===== src/rtl/obi_lsu_manager.sv =====
// obi_lsu_manager: single-outstanding core load/store to OBI manager adapter with lane steering and extension
module obi_lsu_manager #(
  parameter int ADDR_WIDTH = 32,
  parameter int DATA_WIDTH = 32
) (
  input  logic                    clk_i,
  input  logic                    reset_i,
  input  logic                    lsu_valid_i,
  output logic                    lsu_ready_o,
  input  logic [ADDR_WIDTH-1:0]   lsu_addr_i,
  input  logic                    lsu_we_i,
  input  logic [1:0]              lsu_size_i,
  input  logic                    lsu_signed_i,
  input  logic [DATA_WIDTH-1:0]   lsu_wdata_i,
  output logic                    lsu_rvalid_o,
  input  logic                    lsu_rready_i,
  output logic [DATA_WIDTH-1:0]   lsu_rdata_o,
  output logic                    lsu_err_o,
  output logic                    obi_req_o,
  input  logic                    obi_gnt_i,
  output logic [ADDR_WIDTH-1:0]   obi_addr_o,
  output logic                    obi_we_o,
  output logic [DATA_WIDTH/8-1:0] obi_be_o,
  output logic [DATA_WIDTH-1:0]   obi_wdata_o,
  input  logic                    obi_rvalid_i,
  output logic                    obi_rready_o,
  input  logic [DATA_WIDTH-1:0]   obi_rdata_i,
  input  logic                    obi_err_i
);
  typedef enum logic [1:0] {IDLE, REQ, WAIT, RESP} state_t;
  state_t                    state_q;
  logic [ADDR_WIDTH-1:0]     addr_q;
  logic                      we_q;
  logic [1:0]                size_q;
  logic                      signed_q;
  logic [DATA_WIDTH/8-1:0]   be_q, be_d;
  logic [DATA_WIDTH-1:0]     wdata_q, wdata_d, rdata_q, rdata_ext;
  logic                      err_q, mis;
  logic [7:0]                rb;
  logic [15:0]               rh;
  always_comb begin
    mis = lsu_size_i == 2'b11 || (lsu_size_i == 2'b01 && lsu_addr_i[0]) ||
          (lsu_size_i == 2'b10 && lsu_addr_i[1:0] != 2'b00);
    be_d = lsu_size_i == 2'b00 ? 4'b0001 << lsu_addr_i[1:0] :
           lsu_size_i == 2'b01 ? (lsu_addr_i[1] ? 4'b1100 : 4'b0011) : 4'b1111;
    wdata_d = lsu_size_i == 2'b00 ? {4{lsu_wdata_i[7:0]}} :
              lsu_size_i == 2'b01 ? {2{lsu_wdata_i[15:0]}} : lsu_wdata_i;
    rb = obi_rdata_i[8*addr_q[1:0] +: 8];
    rh = obi_rdata_i[16*addr_q[1] +: 16];
    rdata_ext = size_q == 2'b00 ? {{(DATA_WIDTH-8){signed_q & rb[7]}}, rb} :
                size_q == 2'b01 ? {{(DATA_WIDTH-16){signed_q & rh[15]}}, rh} : obi_rdata_i;
  end
  assign lsu_ready_o  = state_q == IDLE;
  assign obi_req_o    = state_q == REQ;
  assign obi_rready_o = state_q == WAIT;
  assign lsu_rvalid_o = state_q == RESP;
  assign obi_addr_o   = addr_q;
  assign obi_we_o     = we_q;
  assign obi_be_o     = be_q;
  assign obi_wdata_o  = wdata_q;
  assign lsu_rdata_o  = rdata_q;
  assign lsu_err_o    = err_q;
  always_ff @(posedge clk_i) begin
    if (reset_i) begin
      state_q  <= IDLE;
      addr_q   <= '0;
      we_q     <= 1'b0;
      size_q   <= 2'b00;
      signed_q <= 1'b0;
      be_q     <= '0;
      wdata_q  <= '0;
      rdata_q  <= '0;
      err_q    <= 1'b0;
    end else begin
      case (state_q)
        IDLE: if (lsu_valid_i) begin
          addr_q   <= lsu_addr_i;
          we_q     <= lsu_we_i;
          size_q   <= lsu_size_i;
          signed_q <= lsu_signed_i;
          be_q     <= be_d;
          wdata_q  <= wdata_d;
          rdata_q  <= '0;
          err_q    <= mis;
          state_q  <= mis ? RESP : REQ;
        end
        REQ: if (obi_gnt_i) state_q <= WAIT;
        WAIT: if (obi_rvalid_i) begin
          rdata_q <= (we_q || obi_err_i) ? '0 : rdata_ext;
          err_q   <= obi_err_i;
          state_q <= RESP;
        end
        RESP: if (lsu_rready_i) state_q <= IDLE;
        default: state_q <= IDLE;
      endcase
    end
  end
endmodule


===== config.mk =====
export PLATFORM = sky130hd
export DESIGN_NAME = obi_lsu_manager
export DESIGN_NICKNAME = d
export VERILOG_FILES = /design/src/rtl/obi_lsu_manager.sv
export SDC_FILE = /design/constraint.sdc
export NUM_CORES = 1
export LEC_CHECK = 0
export ABC_AREA = 1
export CORE_ASPECT_RATIO = 0.6
export CORE_MARGIN = 2
export CORE_UTILIZATION = 44
export CTS_BUF_LIST = sky130_fd_sc_hd__clkbuf_4 sky130_fd_sc_hd__clkbuf_8
export DETAILED_ROUTE_END_ITERATION = 8
export MAX_ROUTING_LAYER = met4
export PLACE_DENSITY = 0.82
export SYNTH_ARGS = -nofsm -noshare
export SYNTH_HDL_FRONTEND = slang
export SYNTH_SLANG_ARGS = --single-unit

===== constraint.sdc =====
create_clock -name clk_i -period 2.1 [get_ports clk_i]
set_clock_uncertainty 0.1 [all_clocks]
set_input_delay 0.21 -clock clk_i [delete_from_list [all_inputs] [get_ports clk_i]]
set_output_delay 0.21 -clock clk_i [all_outputs]
set_load 0.01 [all_outputs]

; After elaboration in Yosys (flattened, before gate mapping)
; Index checks and enable logic that the tools add are counted.
[op_classes]
n_eq_ne = 11
n_shift = 3
muxes = 20
n_bitwise = 2
reduce_logical = 13
[ops]
columns = operator, n
row1 = $mux W32, 7
row2 = $pmux W32 S2, 1
row3 = $shiftx A32 B6 Y16, 1
row4 = $shiftx A32 B6 Y8, 1
row5 = $mux W4, 3
row6 = $mux W2, 5
row7 = $eq A2 B2 Y1 const B, 4
row8 = $pmux W2 S4, 1
row9 = $eq A2 B1 Y1 const B, 3
row10 = $logic_not A2 Y1, 3
row11 = $ne A2 B1 Y1 const B, 2
row12 = $ne A2 B2 Y1 const B, 2
row13 = $reduce_and A4 Y1, 1
row14 = $reduce_bool A2 Y1, 2
row15 = $shl A1 B2 Y4 const A, 1
row16 = $logic_or A1 B1 Y1, 3
row17 = $reduce_and A3 Y1, 1
row18 = $and A1 B1 Y1, 2
row19 = $logic_and A1 B1 Y1, 2
row20 = $mux W1, 2
row21 = $pmux W1 S2, 1
row22 = $reduce_and A2 Y1, 1
[word_totals]
ff_bits = 107
inputBits = 107
out_inout_bits = 106
elab_cells = 58

; Longest topological paths before layout
[logic_depth]
word_depth = 7
mapped_depth = 10
mapped_depth_nobuf = 9

; Worst setup path before layout
; OpenSTA, ideal clock, no wires.
[synth_timing]
kind = reg2reg
startpoint = register state_q[0]
endpoint = register wdata_q[30], in the netlist obi_wdata_o[30]
t_arrival_ps = 1447
required_ps = 1881
path_slack_ps = 434
path_stages_with_launch = 8
period_less_slack_ps = 1666
path_cell_list = dfxtp_1 > inv_1 > ha_1 > nand2_1 > inv_1 > buf_2 > o21ai_0 > o221a_2
[synth_via]
elab_chain_len = 2
[synth_rtl]
columns = item, line
row1 = start: declaration, 31  ; state_t state_q;
row2 = start signal: assignment, 85  ; state_q <= mis ? RESP : REQ;
row3 = $logic_not A2 Y1, -
row4 = via lsu_ready_o, 9  ; output logic lsu_ready_o,
row5 = $reduce_and A2 Y1 (no source line), -
row6 = end signal: assignment, 82  ; wdata_q <= wdata_d;
row7 = end: declaration, 37  ; logic [DATA_WIDTH-1:0] wdata_q, wdata_d, rdata_q, rdata_ext;
; The timed path passes the listed nets, and every way through them passes these cells.
; A chain may end at the register's enable or synchronous reset.

; Worst setup path after layout
[layout_timing]
startpoint = register state_q[1]
endpoint = output port obi_req_o
[layout_via]
elab_chain_len = 1
[layout_rtl]
columns = item, line
row1 = $eq A2 B1 Y1, 54  ; assign obi_req_o = state_q == REQ;
row2 = end: declaration, 19  ; output logic obi_req_o,
; No other way between the ends.

==> out/metrics.yaml <==
crit_fanout: 4
layout.nets: 1044
area_growth_pct: 48.38
syn_nets: 852
hold_viol: 0
cts_buffers: 9
cts_tree: "built"
clock-sinks: 107
port_buffers: 212
syn_area_sq_um: 5102
cts.path.max_buffers: 2
dr.pass1.iters: 7
avgSynthCellArea_sq_um: 6.895
first_iter_violations: 534
cpPeakStageDelay_ns: 0.58
async_flop_share_pct: 0
layout_common_cells: "clkdlybuf4s50_1, nand2_1, nor2_1"
cp-end-kind: "primary output"
setup_viol: 0
die_height_microns: 87.42
ioPinCount: 213
h-tree-depth: 3
tightestPinTransition_ns: 0.5431
cp_num_buf_inv: 2
wire_per_inst_microns: 15.43
dieWidth_microns: 143.0
insertion_delay_ns: 0.37
rows: 30
r2r_start: "state_q[0]"
min_from: "lsu_addr_i[24]"
die_area_sq_um: 12500
critPathKind: "flip-flop to primary output"
fp.coreArea_sq_um: 11300
crit_slowest_cell: "clkdlybuf4s50_1"
setup.worst_path.start: "state_q[1]"
synthCells: 740
p_per_area_nw_per_um2: 993.2
crit_arrival_ns: 1.67
yosysWarnings: 0
leakagePower_nw: 3.072
grt_pass1_vias: 4991
crit_chain: "inv_1, ha_1, clkdlybuf4s50_1"
routabilityCongestion: 0.9399
grt_pass1_wl_mm: 26.08
fillers: 1006
maxSlewHeadroom_pct: 63.75
hold_path_class: "input port to flip-flop"
routed_wl_mm: 16.92
clock.fmax_mhz: 503.9
period_minus_slack_ns: 1.985
drv_slew: 0
clockRootBuffer: "clkbuf_8"
final_layout_size_suffix_gt1_share_pct: 6.838
min_period_over_period_pct: 94.50
clkTransAtPathRegs_ns: 0.11
dp_hpwl_mm: 12.24
antenna_found_initial: 0
via_per_inst: 5.134
synthDistinctLibCells: 28
place_ws_ns: 0.1963
grt_start_max_net_pins: 59
worst_ep_required_time_ns: 1.79
drc: 0
critPathLaunchType: "flip-flop"
ctsHoldBuffers: 0
maxCapViolCount: 0
ir_drop_mv: 0.5974
vias: 5627
synth-seq-cells: 107
path_delay_family: "buffers and inverters"
grt_use_total_pct: 27.56
final_common_cell: "clkdlybuf4s50_1"
post-route-worst-setup-slack_ns: 0.1154
synth_ff_type: "dfxtp_1"
outcome: "complete, no violations"
synth-edff-count: 0
n_antenna_cell: 0
grt_remaining_overflow: 0
ys_seq_area_share_pct: 41.98
rsz0062_at_grt: "false"
cts_setup_buffers: 0
start_util_pct: 45.16
finalSetupTns_ns: 0
antenna_left: 0
flip-flops by register name (all words and copies together) (netlist names):
register and count:
obi_be_o 4, obi_addr_o 32, obi_wdata_o 32, lsu_err_o 1
size_q 2, lsu_rdata_o 32, state_q 2, obi_we_o 1
signed_q 1
cell families (layout without fill, tap and decap cells):
kind of cell	Yosys count	after routing	synth area share, %
AOI/OAI and AO/OA	172	172	19.42
adders and majority gates	5	5	1.226
buffers and inverters	107	303	9.171
DFF	107	107	41.98
and+or+nand+nor	349	349	28.20
area by class of cell:
cell class | instances | area [sq um] | share of cell area (%)
Clock buffer | 10 | 137.6 | 1.818
Clock inverter | 5 | 60.06 | 0.7933
Inverter | 57 | 219.0 | 2.892
Multi-Input combinational cell | 526 | 2507 | 33.12
Sequential cell | 107 | 2142 | 28.29
Tap cell | 160 | 200.2 | 2.644
Timing Repair Buffer | 231 | 2305 | 30.44
what timing repair did:
item | 4_1_cts | 5_1_grt
resized for setup | 1 | 2
setup endpoints to repair | 1 | 2
gates cloned | 0 | 0
synthesized netlist by cell type (2+ instances only):
| library cell | count | share of area, % |
|---|---|---|
| nand2_1 | 160 | 12 |
| nor2_1 | 124 | 9.1 |
| dfxtp_1 | 107 | 42 |
| o21ai_0 | 73 | 7.2 |
| a21oi_1 | 67 | 6.6 |
| inv_1 | 54 | 4.0 |
| nand3_1 | 51 | 5.0 |
| buf_2 | 31 | 3.0 |
| clkbuf_1 | 14 | 1.0 |
| o211ai_1 | 11 | 1.6 |
| o221a_2 | 8 | 1.8 |
| o221ai_1 | 8 | 1.4 |
| nand2_2 | 6 | 0.74 |
| ha_1 | 5 | 1.2 |
| a31oi_1 | 3 | 0.37 |
| buf_4 | 2 | 0.29 |
| buf_6 | 2 | 0.44 |
| inv_2 | 2 | 0.15 |
| nand2_4 | 2 | 0.44 |
| nor2_2 | 2 | 0.25 |
final timing paths:
| check | to | slack (ns) | depth (start not counted) |
|---|---|---|---|
| max | obi_req_o | 0.12 | 3 |
| min | obi_addr_o[24] | 0.35 | 3 |
| max reg2reg | lsu_rdata_o[2] | 0.17 | 7 |
| min reg2reg | lsu_rdata_o[20] | 0.37 | 2 |
tightest hold or removal path: stages:
cell and delay [ns]:
clkdlybuf4s50_1 0.39, o21ai_0 0.15, nor2_1 0.04
layer usage:
layer	track usage, %	wire [microns]	up-vias
li1	-	-	2787
met1	39.64	7867	2527
met2	37.97	6843	289
met3	7.587	1984	24
met4	6.481	221	0
met5	-	0	-
power by group:
part           switching (mW)  internal (mW)  total, mW
combinational            1.94           1.59       3.53
sequential              0.237           2.43       2.67
clock                   0.731          0.585       1.32
total                    2.91           4.61       7.52
per-stage QoR:
stage	instance area, sq um	power, mW	std cells	hold WS (ns)	util (%)
floorplan	5102	4.664	740	0.2748	-
global placement	7358	6.134	1081	0.3528	65.13
detailed placement	7358	6.200	1081	0.3545	65.13
CTS	7559	7.532	1096	0.3263	66.90
global route	7571	8.002	1096	0.3473	67.01
finish	7571	7.520	1096	0.3496	67.01
Power figures use the tool's default switching activity.
